[src/rtl/nmcu_pkg.sv]
// Shared constants and types for the near-memory compute unit.
// Holds the default PE array geometry, the reduction-length counter width
// and the state type used by the PE array sequencer.
package nmcu_pkg;

   localparam int DATA_WIDTH     = 8;
   localparam int PE_ROWS        = 4;
   localparam int PE_COLS        = 4;
   localparam int K_LEN_WIDTH    = 8;
   localparam int PERF_CNT_WIDTH = 32;

   typedef enum logic [1:0] {
      PE_SEQ_IDLE  = 2'd0,
      PE_SEQ_FEED  = 2'd1,
      PE_SEQ_DRAIN = 2'd2,
      PE_SEQ_DONE  = 2'd3
   } pe_seq_state_t;

   // Number of cycles the skewed wavefront needs to clear the whole array
   // after the last beat has entered the skew lines.
   function automatic int unsigned drainCycles(input int unsigned rows,
                                                input int unsigned cols);
      return rows + cols;
   endfunction

endpackage

[src/rtl/skew_delay_line.sv]
// Fixed-depth shift register used to skew one operand lane of the PE array.
// Every stage clears to zero on reset so the array sees zero data and
// cleared accumulate flags while the sequencer is held in reset.
module skew_delay_line
   import nmcu_pkg::*;
#(
   parameter int WIDTH = 8,
   parameter int DEPTH = 1
) (
   input  logic             clk,
   input  logic             rst_n,
   input  logic [WIDTH-1:0] d_i,
   output logic [WIDTH-1:0] q_o
);

   logic [DEPTH-1:0][WIDTH-1:0] stage_q;

   // Shift the lane one stage per clock; stage 0 takes the new sample.
   always_ff @(posedge clk or negedge rst_n) begin
      if (!rst_n) begin
         stage_q <= '0;
      end else begin
         stage_q[0] <= d_i;
         for (int i = 1; i < DEPTH; i++) begin
            stage_q[i] <= stage_q[i-1];
         end
      end
   end

   assign q_o = stage_q[DEPTH-1];

endmodule

[src/rtl/pe_array_seq.sv]
// Operand sequencer for an output-stationary systolic PE array.
// Accepts one A column and one B row per beat through a joint valid/ready
// handshake, skews lane r of A (with its accumulate flag) by 1+r cycles and
// lane c of B by 1+c cycles, inserts zero bubbles when the producer stalls,
// and pulses done_o once the last beat has propagated through the array.
// Optional feature: define PE_ARRAY_SEQ_PERF_CNT_EN to add saturating
// busy-cycle and bubble counters (perf_busy_cnt_o / perf_stall_cnt_o).
module pe_array_seq
   import nmcu_pkg::*;
#(
   parameter int DATA_WIDTH = nmcu_pkg::DATA_WIDTH,
   parameter int ROWS       = nmcu_pkg::PE_ROWS,
   parameter int COLS       = nmcu_pkg::PE_COLS,
   parameter int K_W        = nmcu_pkg::K_LEN_WIDTH
) (
   input  logic                            clk,
   input  logic                            rst_n,
   input  logic                            start_i,
   input  logic [K_W-1:0]                  k_len_i,
   input  logic                            a_valid_i,
   output logic                            a_ready_o,
   input  logic [ROWS-1:0][DATA_WIDTH-1:0] a_data_i,
   input  logic                            b_valid_i,
   output logic                            b_ready_o,
   input  logic [COLS-1:0][DATA_WIDTH-1:0] b_data_i,
   output logic [ROWS-1:0][DATA_WIDTH-1:0] operand_a_o,
   output logic [COLS-1:0][DATA_WIDTH-1:0] operand_b_o,
   output logic [ROWS-1:0]                 accum_en_o,
   output logic                            busy_o,
   output logic                            done_o
`ifdef PE_ARRAY_SEQ_PERF_CNT_EN
   ,
   output logic [PERF_CNT_WIDTH-1:0]       perf_busy_cnt_o,
   output logic [PERF_CNT_WIDTH-1:0]       perf_stall_cnt_o
`endif
);

   localparam int DRAIN_LEN = int'(drainCycles(ROWS, COLS));
   localparam int DRAIN_W   = (DRAIN_LEN > 1) ? $clog2(DRAIN_LEN) : 1;
   localparam logic [DRAIN_W-1:0] DRAIN_LAST = DRAIN_W'(DRAIN_LEN - 1);

   pe_seq_state_t state_q, state_d;
   logic [K_W-1:0]     kLen_q, kLen_d;
   logic [K_W-1:0]     beatCnt_q, beatCnt_d;
   logic [DRAIN_W-1:0] drainCnt_q, drainCnt_d;

   logic                            beatFire;
   logic                            skewAFlag;
   logic [ROWS-1:0][DATA_WIDTH-1:0] skewAData;
   logic [COLS-1:0][DATA_WIDTH-1:0] skewBData;

   // A beat moves only when both operands are offered while feeding; the
   // same strobe is returned as ready so neither side is consumed alone.
   always_comb begin
      beatFire = (state_q == PE_SEQ_FEED) && a_valid_i && b_valid_i;
   end

   assign a_ready_o = beatFire;
   assign b_ready_o = beatFire;

   // Skew-line inputs: real data only on a fired beat, otherwise a zero
   // bubble that accumulates (adds nothing). The first beat of a tile
   // carries a cleared flag so every PE restarts its partial sum.
   always_comb begin
      skewAFlag = 1'b1;
      skewAData = '0;
      skewBData = '0;
      if (beatFire) begin
         skewAFlag = (beatCnt_q != '0);
         skewAData = a_data_i;
         skewBData = b_data_i;
      end
   end

   // Next-state logic: capture the reduction depth on start, count beats
   // while feeding, then hold off done until the wavefront has drained.
   always_comb begin
      state_d    = state_q;
      kLen_d     = kLen_q;
      beatCnt_d  = beatCnt_q;
      drainCnt_d = drainCnt_q;
      case (state_q)
         PE_SEQ_IDLE: begin
            if (start_i) begin
               kLen_d    = k_len_i;
               beatCnt_d = '0;
               state_d   = (k_len_i == '0) ? PE_SEQ_DONE : PE_SEQ_FEED;
            end
         end
         PE_SEQ_FEED: begin
            if (beatFire) begin
               beatCnt_d = beatCnt_q + K_W'(1);
               if ((beatCnt_q + K_W'(1)) == kLen_q) begin
                  state_d    = PE_SEQ_DRAIN;
                  drainCnt_d = '0;
               end
            end
         end
         PE_SEQ_DRAIN: begin
            if (drainCnt_q == DRAIN_LAST) begin
               state_d = PE_SEQ_DONE;
            end else begin
               drainCnt_d = drainCnt_q + DRAIN_W'(1);
            end
         end
         PE_SEQ_DONE: begin
            state_d = PE_SEQ_IDLE;
         end
         default: begin
            state_d = PE_SEQ_IDLE;
         end
      endcase
   end

   // Sequencer state and counters; reset aborts any tile in flight.
   always_ff @(posedge clk or negedge rst_n) begin
      if (!rst_n) begin
         state_q    <= PE_SEQ_IDLE;
         kLen_q     <= '0;
         beatCnt_q  <= '0;
         drainCnt_q <= '0;
      end else begin
         state_q    <= state_d;
         kLen_q     <= kLen_d;
         beatCnt_q  <= beatCnt_d;
         drainCnt_q <= drainCnt_d;
      end
   end

   assign busy_o = (state_q != PE_SEQ_IDLE);
   assign done_o = (state_q == PE_SEQ_DONE);

   // Row lanes: A data and its accumulate flag travel together so the flag
   // reaches the left edge of row r in the same cycle as the data.
   for (genvar r = 0; r < ROWS; r++) begin : gLaneA
      logic [DATA_WIDTH:0] laneOut;

      skew_delay_line #(
         .WIDTH (DATA_WIDTH + 1),
         .DEPTH (r + 1)
      ) uSkewA (
         .clk   (clk),
         .rst_n (rst_n),
         .d_i   ({skewAFlag, skewAData[r]}),
         .q_o   (laneOut)
      );

      assign operand_a_o[r] = laneOut[DATA_WIDTH-1:0];
      assign accum_en_o[r]  = laneOut[DATA_WIDTH];
   end

   // Column lanes: B data only, delayed 1+c cycles for column c.
   for (genvar c = 0; c < COLS; c++) begin : gLaneB
      skew_delay_line #(
         .WIDTH (DATA_WIDTH),
         .DEPTH (c + 1)
      ) uSkewB (
         .clk   (clk),
         .rst_n (rst_n),
         .d_i   (skewBData[c]),
         .q_o   (operand_b_o[c])
      );
   end

`ifdef PE_ARRAY_SEQ_PERF_CNT_EN
   logic [PERF_CNT_WIDTH-1:0] perfBusy_q;
   logic [PERF_CNT_WIDTH-1:0] perfStall_q;
   logic                      bubbleCycle;

   assign bubbleCycle = (state_q == PE_SEQ_FEED) && !beatFire;

   // Saturating activity counters; only reset clears them.
   always_ff @(posedge clk or negedge rst_n) begin
      if (!rst_n) begin
         perfBusy_q  <= '0;
         perfStall_q <= '0;
      end else begin
         if (busy_o && !(&perfBusy_q)) begin
            perfBusy_q <= perfBusy_q + PERF_CNT_WIDTH'(1);
         end
         if (bubbleCycle && !(&perfStall_q)) begin
            perfStall_q <= perfStall_q + PERF_CNT_WIDTH'(1);
         end
      end
   end

   assign perf_busy_cnt_o  = perfBusy_q;
   assign perf_stall_cnt_o = perfStall_q;
`endif

endmodule
[config.mk]
export PLATFORM = sky130hd
export DESIGN_NAME = pe_array_seq
export DESIGN_NICKNAME = d
export VERILOG_FILES = /design/src/rtl/nmcu_pkg.sv /design/src/rtl/skew_delay_line.sv /design/src/rtl/pe_array_seq.sv
export SDC_FILE = /design/constraint.sdc
export NUM_CORES = 1
export LEC_CHECK = 0
export ABC_AREA = 1
export CAP_MARGIN = 40
export CORE_ASPECT_RATIO = 1.1
export CORE_MARGIN = 10
export CORE_UTILIZATION = 45
export DETAILED_ROUTE_END_ITERATION = 10
export GPL_TIMING_DRIVEN = 0
export PLACE_DENSITY = 0.81
export RECOVER_POWER = 50
export REMOVE_ABC_BUFFERS = 1
export SKIP_LAST_GASP = 1
export SYNTH_ARGS = -nofsm -noshare
export SYNTH_HDL_FRONTEND = slang
export SYNTH_SLANG_ARGS = --single-unit
[constraint.sdc]
create_clock -name clk -period 4.2 [get_ports clk]
set_clock_uncertainty 0.1 [all_clocks]
set_input_delay 1.26 -clock clk [delete_from_list [all_inputs] [get_ports clk]]
set_output_delay 1.26 -clock clk [all_outputs]
set_load 0.05 [all_outputs]
==> metrics.md <==
| Metric | Value |
|---|---|
| CP arrival | `2420 ps` |
| Worst-margin pin slew | `2780 ps` |
| Syn_area_per_cell | `12.0 sq um` |
| Number of global-route vias before repair | `4098` |
| Die outline width | `134 um` |
| Routed Antenna Nets | `0` |
| Status | `finished with violations` |
| Hpwl dp | `8910 um` |
| Minimum clock period | `3780 ps` |
| Cell area after synthesis | `0.00643 sq mm` |
| Fill count | `1106` |
| Post-synth ARST share | `100%` |
| Top-level port count | `149` |
| Area of the core | `0.0139 sq mm` |
| Worst-path maximum fanout | `6` |
| Die height | `145 um` |
| Reg2reg setup slack | `2110 ps` |
| Num CTS Buffers | `17` |
| Root buf cell | `clkbuf_16` |
| Clk Latency, worst-skew pair | `420 ps` |
| Cell Area, Placed | `0.00777 sq mm` |
| Drt wl/cell | `14.8 um` |
| Die area | `0.0195 sq mm` |
| Design area | `0.00834 sq mm` |
| Setup total negative slack | `0 ps` |
| IR drop worst, VDD | `0.401 mV` |
| Initial drt markers | `148` |
| Clock buffer depth | `2` |
| R2r endpoint | `drainCnt_q[0]` |
| Leading area contributor after synthesis | `dfrtp_1` |
| Nets@finish | `729` |
| Max-slew violations | `51` |
| Vias per inst | `4.36` |
| Placer Congestion | `0.832` |
| P&R area growth vs syn | `29.8%` |
| Req. time, crit path | `2840 ps` |
| Dpl cells | `812` |
| WL final | `12500 um` |
| Post-synth top area share | `72.0%` |
| Main area contributors after synthesis | `dfrtp_1 72%, buf_4 6.2%, inv_1 5.5%` |
| #FFs+latches synth | `185` |
| Largest net degree at the start of global routing | `136` |
| Vias | `3684` |
| GR Overflow Total | `0` |
| Post-CTS setup buffer count | `0` |
| First-pass GRT wire length | `20700 um` |
| Startpoint type of the worst setup path | `input port` |
| FF-to-FF Start | `state_q[1]` |
| Period utilization | `89.9%` |
| Synth Flop Type | `dfrtp_1` |
| Fmax | `265 MHz` |
| Final hold violations | `0` |
| Worst Hold Path Cells | `0` |
| Initial core utilization | `46.2%` |
| Worst-path clk slew | `70 ps` |
| CTS tree | `built` |
| Most frequent cell after synthesis | `dfrtp_1` |
| Final setup fails | `0` |
| FP Rows | `45` |
| Worst Reg2Reg Path Length in Cells | `13` |
| RSZ-0062 raised after global routing | `no` |
| LEAKAGE | `4.34 nW` |
| Hold path startpoint | `gLaneA[3].uSkewA.stage_q[7]` |
| Initial antenna violation count | `1` |
| Final non-filler cell total | `844` |
| HP Class | `flop to flop` |
| Crit end category | `output pin` |
| Synth Instances | `535` |
| Slew headroom | `-85.4%` |
| Post-synth EDFFs | `0` |
| Failing checks | `capacitance limit, slew limit` |
| Max cap viols | `1` |
| Syn. warnings | `0` |
| Worst Hold End | `gLaneA[3].uSkewA.stage_q[16]` |
| Htree depth | `4` |
| DR pass1 iterations | `4` |
| Pre-CTS setup slack | `19.7 ps` |
| Clk sinks | `185` |
| Post-synth top cells | `185 x dfrtp_1, 94 x inv_1, 74 x nor2_1` |
| Final Util | `60.0%` |
| GRT Util Overall | `13.4%` |
| Crit Path Class | `input port to output pin` |
| Share of layout cells above drive strength 1 | `8.38%` |
| Pwr/cell area | `540 mW/mm^2` |
| N_diodes | `0` |
| Post-route DRC | `0` |
| Sequential share of the synthesized area | `72.0%` |
| Port Buffers | `148` |
| Final setup margin | `423 ps` |
| Netlist cell types | `26` |
==> registers in the layout, indices dropped and copies added (netlist names) <==
register / flops
gLaneA.uSkewA.stage_q: 48
gLaneB.uSkewB.stage_q: 48
gLaneA.uSkewA.q_o: 36
gLaneB.uSkewB.q_o: 32
beatCnt_q: 8
kLen_q: 8
drainCnt_q: 3
state_q: 2
==> cells in the final DEF (no fill, tap or decap), drive strengths merged <==
cell           instances
o21ai                  5
nand3                 22
clkinv                 3
nor2                  81
xnor3                  1
nand2                 51
dfrtp                185
ha                     9
clkdlybuf4s50        145
mux2                   2
or2                    1
o21bai                 1
inv                  100
o22ai                  7
a21oi                  7
buf                    2
clkinvlp               4
nand4                  3
clkbuf                20
dlymetal6s2s           2
nor4                   2
bufinv                 1
xor2                   1
xnor2                  1
==> what timing repair did <==
| action | CTS | global route |
|---|---|---|
| gates resized for setup | 0 | 2 |
| hold buffers | 0 | 0 |
| setup endpoints to repair | 0 | 2 |
==> cells by family (layout without fill, tap and decap cells) <==
group / count (synthesis) / count (layout) / share of synthesized area, %
AOI/OAI and AO/OA: 20 / 20 / 1.73
and+or+nand+nor: 160 / 160 / 11.3
buffers and inverters: 156 / 277 / 12.2
adders and majority gates: 9 / 9 / 1.75
xor gates and xnor gates: 3 / 3 / 0.623
muxes: 2 / 2 / 0.350
DFF: 185 / 185 / 72.0
==> cell type report <==
class                      instances  area (sq um)  share of cell area [%]
clock buffer                      19           443                    5.31
clock inverter                    13           139                    1.66
inverter                          95           357                    4.27
multi-input combinational        194          1010                    12.1
sequential                       185          4630                    55.5
tap                              188           235                    2.82
timing repair buffer             150          1530                    18.3
==> per-stage QoR <==
step | total power [W] | hold slack [ps]
finish | 0.00450 | 242
global route | 0.00474 | 247
CTS | 0.00457 | 245
detailed placement | 0.00302 | 235
global placement | 0.00297 | 231
floorplan | 0.00264 | 231
==> report_power, final <==
part           switching [W]  internal, W  total, W
sequential         0.0000825      0.00197   0.00205
clock               0.000679     0.000851   0.00153
combinational       0.000601     0.000325  0.000925
==> worst max-delay path by stage <==
stage	from	to	slack (ps)
final	a_valid_i	a_ready_o	420
after global routing	rst_n	beatCnt_q[5]	270
after CTS	a_valid_i	a_ready_o	9
after detailed placement	a_valid_i	a_ready_o	20
after global placement	rst_n	gLaneA[1].uSkewA.stage_q[7]	-5200
after floorplan	a_valid_i	a_ready_o	990
==> worst max-delay path, stage by stage <==
cell and delay (ps):
clkdlybuf4s50_1 450, nand2_1 80, nor2_4 170, dlymetal6s2s_1 450
==> metal layers <==
metal / GRT usage (%) / vias up / part of all wire (%)
met2: 23.4 / 117 / 52
li1: - / 1754 / -
met1: 14.0 / 1797 / 38
met4: 4.90 / 2 / 1.4
met3: 5.86 / 14 / 8.1
met5: 0 / - / 0.10
Power figures use the tool's default switching activity.
